**src/rtl/fetch_stage_pkg.sv**
```systemverilog
// Shared definitions for the instruction-fetch stage: the instruction word type,
// the NOP encoding and the default parameter values.
package fetch_stage_pkg;

    typedef logic [31:0] instr_t;

    localparam instr_t      NOP_INSTR          = 32'h0000_0000;
    localparam logic [31:0] DEFAULT_RESET_PC   = 32'h0000_0000;
    localparam int unsigned DEFAULT_IMEM_BYTES = 512;

endpackage

```
**src/rtl/fetch_stage_addr_check.sv**
```systemverilog
// Combinational fetch-address legality check: the address must be word aligned
// and must leave room for a whole word inside the instruction memory.
module fetch_addr_check
    import fetch_stage_pkg::*;
#(
    parameter int unsigned IMEM_BYTES = DEFAULT_IMEM_BYTES
) (
    input  logic [31:0] addr_i,
    output logic        legal_o
);

    localparam logic [31:0] LAST_ADDR = 32'(IMEM_BYTES - 4);

    always_comb begin
        legal_o = (addr_i[1:0] == 2'b00) && (addr_i <= LAST_ADDR);
    end

endmodule

```
**src/rtl/fetch_stage.sv**
```systemverilog
// Instruction-fetch stage: owns the PC, drives the combinational instruction
// memory and captures the returned word into the IF/ID register toward decode.
module fetch_stage
    import fetch_stage_pkg::*;
#(
    parameter logic [31:0] RESET_PC   = DEFAULT_RESET_PC,
    parameter int unsigned IMEM_BYTES = DEFAULT_IMEM_BYTES
) (
    input  logic        clock,
    input  logic        reset_n,
    output logic [31:0] imem_addr,
    input  logic [31:0] imem_data,
    input  logic        redirect_valid,
    input  logic [31:0] redirect_target,
    input  logic        id_ready,
    output logic        if_valid,
    output logic [31:0] if_instr,
    output logic [31:0] if_pc,
    output logic [31:0] if_pc_plus4,
    output logic        fetch_fault,
    output logic [31:0] fault_pc,
    output logic [31:0] fetch_count
);

    logic [31:0] pc_q, pc_d;
    logic        valid_q, valid_d;
    instr_t      instr_q, instr_d;
    logic [31:0] ifpc_q, ifpc_d;
    logic [31:0] ifpc4_q, ifpc4_d;
    logic        fault_q, fault_d;
    logic [31:0] faultpc_q, faultpc_d;
    logic [31:0] count_q, count_d;

    logic        pc_legal;
    logic        target_legal;
    logic        advance;

    fetch_addr_check #(.IMEM_BYTES(IMEM_BYTES)) u_pc_check (
        .addr_i  (pc_q),
        .legal_o (pc_legal)
    );

    fetch_addr_check #(.IMEM_BYTES(IMEM_BYTES)) u_target_check (
        .addr_i  (redirect_target),
        .legal_o (target_legal)
    );

    always_comb begin
        advance   = !fault_q && (!valid_q || id_ready);

        pc_d      = pc_q;
        valid_d   = valid_q;
        instr_d   = instr_q;
        ifpc_d    = ifpc_q;
        ifpc4_d   = ifpc4_q;
        fault_d   = fault_q;
        faultpc_d = faultpc_q;
        count_d   = count_q;

        if (fault_q) begin
            // Frozen except for handing off an entry decode is still waiting on.
            if (valid_q && id_ready) begin
                valid_d = 1'b0;
            end
        end else if (redirect_valid) begin
            valid_d = 1'b0;
            instr_d = NOP_INSTR;
            pc_d    = redirect_target;
            if (!target_legal) begin
                fault_d   = 1'b1;
                faultpc_d = redirect_target;
            end
        end else if (advance) begin
            if (pc_legal) begin
                instr_d = imem_data;
                ifpc_d  = pc_q;
                ifpc4_d = pc_q + 32'd4;
                valid_d = 1'b1;
                pc_d    = pc_q + 32'd4;
                count_d = count_q + 32'd1;
            end else begin
                // No new word; an entry decode accepted this edge is consumed.
                fault_d   = 1'b1;
                faultpc_d = pc_q;
                valid_d   = 1'b0;
            end
        end
    end

    always_ff @(posedge clock or negedge reset_n) begin
        if (!reset_n) begin
            pc_q      <= RESET_PC;
            valid_q   <= 1'b0;
            instr_q   <= NOP_INSTR;
            ifpc_q    <= '0;
            ifpc4_q   <= '0;
            fault_q   <= 1'b0;
            faultpc_q <= '0;
            count_q   <= '0;
        end else begin
            pc_q      <= pc_d;
            valid_q   <= valid_d;
            instr_q   <= instr_d;
            ifpc_q    <= ifpc_d;
            ifpc4_q   <= ifpc4_d;
            fault_q   <= fault_d;
            faultpc_q <= faultpc_d;
            count_q   <= count_d;
        end
    end

    assign imem_addr   = pc_q;
    assign if_valid    = valid_q;
    assign if_instr    = instr_q;
    assign if_pc       = ifpc_q;
    assign if_pc_plus4 = ifpc4_q;
    assign fetch_fault = fault_q;
    assign fault_pc    = faultpc_q;
    assign fetch_count = count_q;

endmodule
```
**config.mk**
```make
export PLATFORM = sky130hd
export DESIGN_NAME = fetch_stage
export DESIGN_NICKNAME = d
export VERILOG_FILES = /design/src/rtl/fetch_stage_pkg.sv /design/src/rtl/fetch_stage_addr_check.sv /design/src/rtl/fetch_stage.sv
export SDC_FILE = /design/constraint.sdc
export NUM_CORES = 1
export LEC_CHECK = 0
export ABC_AREA = 1
export BUFFER_PORTS_ARGS = -buffer_cell sky130_fd_sc_hd__buf_2
export CAP_MARGIN = 20
export CORE_AREA = 2 2 153 155
export CTS_CLUSTER_DIAMETER = 40
export DETAILED_ROUTE_END_ITERATION = 7
export DIE_AREA = 0 0 155 157
export PLACE_DENSITY = 0.63
export SYNTH_ARGS = -nofsm -noshare
export SYNTH_HDL_FRONTEND = slang
export SYNTH_SLANG_ARGS = --single-unit
```
**constraint.sdc**
```tcl
create_clock -name clock -period 2.2 [get_ports clock]
set_clock_uncertainty 0.1 [all_clocks]
set_input_delay 0.33 -clock clock [delete_from_list [all_inputs] [get_ports clock]]
set_output_delay 0.33 -clock clock [all_outputs]
set_load 0.005 [all_outputs]
```
==> impl_results.md, run 1 <==
* Cell with the most instances after synthesis: nand2_1
* Final-layout fill cell count at 2159
* GRT Total Usage at between 20% and 30%
* Via density at a little under 5
* DRC viols at 0
* # rows at 55
* Pwr per Cell Area at approximately 670 nW/um^2
* CTS root buf: clkbuf_16
* DP Wirelength at 18300 um
* Crit end category: register
* Pwr Total at 0.00777 W
* Num CTS Buffers at 17
* Synth cell count leaders: nand2_1 (457), dfrtp_1 (192), inv_1 (131)
* WL/cell at 15.0 um
* Synthesized cell area at 9000 um^2
* Top-area cell type share of the netlist area at 53.4%
* Core ar. at 22500 um^2
* Detailed Routing Iterations Pass 1 at 5
* Die span in y at 157 um
* Hold Crit Class: input pin to register
* Layout area overhead at 29.2%
* Post-synthesis register bit count at 192
* Total gr overflow at 0
* Cell accounting for the most synthesized area: dfrtp_1
* Post-synthesis sequential area ratio at between 50% and 60%
* Final setup violation count at 0
* Final Hold Fails at 0
* Run status: finished clean
* Max-Slew Margin vs Limit at 62.3%
* Minimum clock period at ~2.0 ns
* Clk slew on worst S/H paths at around 0.08 ns
* Max cap viols at 0
* CTS sink count at 192
* Achievable frequency at 494 MHz
* Area of the multi-input gates at 3440 um^2
* Leak at about 6.8 nW
* Critical path's most frequent cell: nor2_1
* Placed inst area at 10700 um^2
* Initial core utilization at roughly 40%
* Worst slew pin tran at 0.566 ns
* First-pass GRT wire length at roughly 42000 um
* DIE WIDTH at 155 um
* Vias in the first global route at slightly above 8000
* Post-layout net count at 1511
* Synth Instances at 1161
* Crit path arrival time at ~2.2 ns
* Vias post-DR at 8430
* CP max-delay cell: dfrtp_1
* I/O pin total at about 260
* Crit Path Category: register to register
* Final period util at 92.1%
* CP max FO at between 70 and 80
* Die area at around 24000 um^2
* Final Cell Area at between 10000 and 15000 um^2
* Largest net degree at the start of global routing at between 70 and 80
* Required time of the worst setup path at roughly 2.4 ns
* Routed Antenna Nets at 0
* Syn_nets at ~1200
* Critical path launch point type: register
* Unrepaired setup endpoints after global routing: no
* Async set-reset flop share out of synthesis at 100%
* Main area contributors after synthesis: dfrtp_1 (53%), nand2_1 (19%), inv_1 (5.5%)
* Library cells used by synthesis at 26
* H-tree levels at 4
* Count of input and output buffers at 261
* CTS max path bufs at 2
* Peak VDD IR at 0.000662 V
* Antenna violations before repair at 1
* CP Cell Sequence: nor2_1 > nand3_1 > nor2_1 > nand3_2 > nor2_8 > buf_12 > o21ai_0
* Setup_tns at 0 ns
* Total routed wirelength at 26100 um
* Clk Latency, worst-skew pair at ~0.43 ns
* Layout cells sized above 1 at 22.6%
* Gpl congestion at ~0.9
* Slowest cell delay on critical path at between 0.4 and 0.5 ns
* Fin. max-slew vios at 0
* FF/Latch Area at approximately 4800 um^2
* CTS tree: built
* Post-synth EDFFs at 0
* Top FF cell, synth: dfrtp_1
* Syn Area/Cell at 7.75 um^2
* DRT iter0 DRCs at 480
* Yosys warns at 0
sequential cells by signal, indices dropped and copies added (netlist names):
name and flops:
fetch_fault 1, if_valid 1, if_pc 32, if_pc_plus4 30, fault_pc 32, fetch_count 32, if_instr 32, imem_addr 32
area by class of cell:
class | instances | area share (%)
Antenna cell | 1 | 0.0215
Clock inverter | 15 | 1.62
Multi-Input combinational cell | 782 | 29.6
Timing Repair Buffer | 316 | 16.4
Sequential cell | 192 | 41.3
Inverter | 132 | 4.26
Tap cell | 285 | 3.07
Clock buffer | 17 | 3.66
metal layers:
metal | share of wire (%) | track usage [%] | vias up | wire (um)
met5 | 0 | 0 | - | 0
li1 | - | - | 4161 | -
met3 | 5.9 | 4.49 | 31 | 1550
met2 | 47 | 35.4 | 277 | 12300
met1 | 45 | 29.1 | 3961 | 11800
met4 | 1.9 | 6.35 | 0 | 496
critical path, delay by kind of cell (launching register included):
kind | cells | cell delay (ns)
and+or+nand+nor | 5 | 0.91
AOI/OAI and AO/OA | 1 | 0.14
DFF | 1 | 0.43
buffers and inverters | 1 | 0.28
final timing paths:
path / to / slack [ns] / cells past startpoint / from
setup reg to reg: fetch_count[30] / 0.17 / 7 / imem_addr[23]
hold reg to reg: if_pc_plus4[22] / 0.37 / 2 / if_pc_plus4[22]
setup / recovery: fetch_count[30] / 0.17 / 7 / imem_addr[23]
hold / removal: if_instr[9] / 0.02 / 3 / imem_data[9]
max in group asynchronous: imem_addr[30] / 1.05 / 3 / reset_n
min in group asynchronous: if_pc_plus4[2] / 0.33 / 2 / reset_n
where the power goes:
part           switching (W)  total [W]  internal (W)
clock network        0.00157    0.00322       0.00165
logic               0.000411   0.000739      0.000328
registers           0.000133    0.00381       0.00367
total                0.00212    0.00777       0.00565
through the flow:
stage                     hold WS (ns)  utilization, %  cells  setup slack, ns
final                           0.0195            51.6   1740            0.174
after global routing           0.00701            51.6   1740          0.00677
after CTS                      0.00208            51.6   1739            0.183
after detailed placement         0.234            47.5   1675            0.159
after global placement           0.235            47.5   1675            0.182
after floorplan                -0.0656               -   1161            0.531
cells by family (layout without fill, tap and decap cells):
group           count (synthesis)  in the layout  synth area share [%]
xor+xnor                       22             22                  2.14
other cells                     0              1                     0
flops                         192            192                  53.4
compound gates                 82             82                  4.59
simple gates                  676            676                  31.1
fa+ha+maj                       2              2                 0.278
buf+inv                       187            480                  8.44
placed cells by master (no fill, tap or decap), types with 2 or more instances in the layout:
cell / n
o21ai_0: 76
nand3b_1: 6
xnor2_1: 4
buf_4: 15
xor2_1: 18
dlygate4sd3_1: 32
inv_6: 6
nor2_1: 86
dfrtp_1: 192
or2_2: 3
and2_1: 5
buf_2: 260
o21ai_1: 4
nand3_1: 70
nand4_1: 35
nand2_1: 457
clkinv_4: 2
nand3_2: 2
clkbuf_16: 17
inv_8: 2
inv_2: 2
nor2_2: 3
nor3_1: 7
clkinv_8: 4
buf_12: 8
inv_1: 130
ha_1: 2
what timing repair did:
item / CTS / global route
hold buffers: 32 / 0
endpoints found under the hold margin: 77 / 0
setup endpoints to repair: 0 / 1
resized for setup: 0 / 1
setup buffers: 0 / 0
No activity file was read; power rests on OpenSTA's default activity.
==> run 2, diff against run 1 <==
--- a/config.mk
+++ b/config.mk
@@ -9,10 +9,11 @@
 export BUFFER_PORTS_ARGS = -buffer_cell sky130_fd_sc_hd__buf_2
 export CAP_MARGIN = 20
 export CORE_AREA = 2 2 153 155
-export CTS_CLUSTER_DIAMETER = 40
+export CTS_CLUSTER_DIAMETER = 100
 export DETAILED_ROUTE_END_ITERATION = 7
 export DIE_AREA = 0 0 155 157
 export PLACE_DENSITY = 0.63
+export REMOVE_ABC_BUFFERS = 1
 export SYNTH_ARGS = -nofsm -noshare
 export SYNTH_HDL_FRONTEND = slang
 export SYNTH_SLANG_ARGS = --single-unit
==> run 2 against run 1 <==
Against the previous run:
- sequential power is essentially flat
- register-to-register slack worse by 0.03 ns
- wire length down 0.90%
- critical path depth is 1 lower
- via count is 0.76% lower
- critical endpoint is now fetch_count[0]
- clock power down 2%
- worst hold slack improved by 0.060 ns
- maximum frequency down 1.6%
- design area is 0.22% higher
- first-iteration DRC count grew 38%
- final cell count barely moved
- count of clock-buffer cells in the layout did not move
==> impl_results.md, run 2 (synthesis results as in run 1) <==
* CTS sink count at 192 (unchanged)
* H-tree levels at 4 (unchanged)
* Commonest non-fill, non-tap cell in the layout: nand2_1
* Die area at 24300 um^2 (unchanged)
* Max cap viols at 0 (unchanged)
* Hold Crit Class: input pin to register
* M1 GR Usage at 29.4% (+0.30 points)
* Pwr per Cell Area at 663 nW/um^2 (-0.82%)
* Fin. max-slew vios at 0 (unchanged)
* Layout cells sized above 1 at 22.7% (+0.11 points)
* Total gr overflow at 0 (unchanged)
* Grt met3 use at 3.66% (-0.83 points)
* DP Wirelength at 18000 um (-1.4%)
* # rows at 55 (unchanged)
* DIE WIDTH at 155 um (unchanged)
* Hold path start: id_ready
* Final core area utilization at 51.7% (+0.11 points)
* Hold slack at 0.0795 ns (+0.0600 ns)
* Final setup violation count at 0 (unchanged)
* Final period util at 93.5% (+1.5 points)
* CP max FO at 99 (+36%)
* Critical path launch point type: register
* Grt met2 use at 35.3% (-0.11 points)
* I/O pin total at 262 (unchanged)
* Leak at 6.76 nW (about the same)
* CTS max path bufs at 2 (unchanged)
* Via density at 4.81 (-0.82%)
* Final Cell Area at 11600 um^2 (+0.22%)
* Clk slew on worst S/H paths at 0.08 ns (about the same)
* Pwr Total at 0.00772 W (-0.60%)
* CP Cell Sequence: nor2_1 > nand3_1 > nor2_1 > nand4_1 > buf_12 > xor2_1
* Required time of the worst setup path at 2.40 ns (about the same)
* GRT Total Usage at 21.6% (-0.032 points)
* CTS root buf: clkbuf_16
* CP Launch Point: imem_addr[23]
* Peak VDD IR at 0.000516 V (-22%)
* DRC viols at 0 (unchanged)
* Layout area overhead at 29.4%
* Critical path's most frequent cell: nor2_1
* Final Hold Fails at 0 (unchanged)
* Minimum clock period at 2.06 ns (+0.0321 ns)
* Vias post-DR at 8366 (-0.76%)
* Clk Latency, worst-skew pair at 0.44 ns (about the same)
* Detailed Routing Iterations Pass 1 at 5 (unchanged)
* Crit end category: register
* CTS tree: built
* Antenna violations before repair at 0 (-1)
* Placed inst area at 10700 um^2 (about the same)
* Final-layout fill cell count at 2160 (+0.046%)
* Total routed wirelength at 25900 um (-0.90%)
* Gpl congestion at 0.863 (-2.8%)
* Initial core utilization at 40.0% (unchanged)
* Core ar. at 22500 um^2 (unchanged)
* DRT iter0 DRCs at 660 (+38%)
* WL/cell at 14.9 um (-0.96%)
* CP max-delay cell: dfrtp_1
* Post-layout net count at 1513 (+0.13%)
* Setup_tns at 0 ns (unchanged)
* Worst Reg-to-Reg Cells at 6 (-1)
* Num CTS Buffers at 17 (unchanged)
* Max-Slew Margin vs Limit at 56.3% (-6.0 points)
* Routed Antenna Nets at 0 (unchanged)
* ANT cells at 0 (-1)
* Worst flop-to-flop path startpoint: imem_addr[23]
* Count of input and output buffers at 261 (unchanged)
* Reg2Reg Setup Slack at 0.14 ns (-0.03 ns)
* Crit Path Category: register to register
* FF-to-FF End: fetch_count[0]
* Worst setup path endpoint: fetch_count[0]
* Vias in the first global route at 7837 (-3.0%)
* Worst slew pin tran at 0.655 ns (+0.0897 ns)
* Largest net degree at the start of global routing at 100 (+35%)
* Unrepaired setup endpoints after global routing: no
* Busiest grt layer: met2
* First-pass GRT wire length at 41700 um (-0.67%)
* Commonest non-fill, non-tap cells in the layout: nand2_1 (457), buf_2 (260), dfrtp_1 (192)
* Run status: finished clean
* Crit path arrival time at 2.26 ns (+0.04 ns)
* Slowest cell delay on critical path at 0.44 ns (about the same)
* Die span in y at 157 um (unchanged)
* Achievable frequency at 486 MHz (-1.6%)
==> run 2: where the power goes <==
group          leakage [nW]  internal, W  switching (W)
registers              2.46      0.00367       0.000121
logic                  4.00     0.000344       0.000422
clock network         0.291      0.00155        0.00160
total                  6.76      0.00557        0.00215
==> run 2: worst min path at each step <==
stage                      end  slack, ns  cells past startpoint
2_1_floorplan      fault_pc[0]      -0.07                      0
3_3_place_gp   if_pc_plus4[15]       0.23                      1
3_5_place_dp   if_pc_plus4[15]       0.24                      1
4_1_cts               if_valid       0.05                      4
5_1_grt               if_valid       0.05                      4
6_report              if_valid       0.08                      4
==> run 2: timing repair <==
item,CTS,global route
setup endpoints to repair,0,36
endpoints found under the hold margin,77,0
gates resized for setup,0,3
hold buffers,33,0
buffers inserted,0,0
==> run 2: layout make-up <==
type | count | area (um^2) | share of cell area [%]
clock inverter | 15 | 185 | 1.59
clock buffer | 17 | 425 | 3.65
inverter | 132 | 495 | 4.25
sequential | 192 | 4800 | 41.3
multi-input combinational | 782 | 3450 | 29.6
timing repair buffer | 318 | 1930 | 16.5
tap | 285 | 357 | 3.06
==> run 2: worst max-delay path: cells and delay by family, from the launching register on <==
family	cells	cell delay, ns
simple gates	4	0.80
xor+xnor	1	0.23
flops	1	0.44
buf+inv	1	0.25
==> run 2: per-stage QoR <==
stage	cells	setup WS [ns]
2_1_floorplan	1106	-1.47
3_3_place_gp	1676	0.144
3_5_place_dp	1676	0.121
4_1_cts	1741	0.115
5_1_grt	1741	0.0177
6_report	1741	0.142
==> run 2: metal layers <==
metal / routed length (um) / vias up / part of all wire (%)
li1: - / 4158 / -
met1: 11800 / 3923 / 45
met5: 0 / - / 0
met2: 12300 / 252 / 48
met3: 1280 / 33 / 4.9
met4: 488 / 0 / 1.9
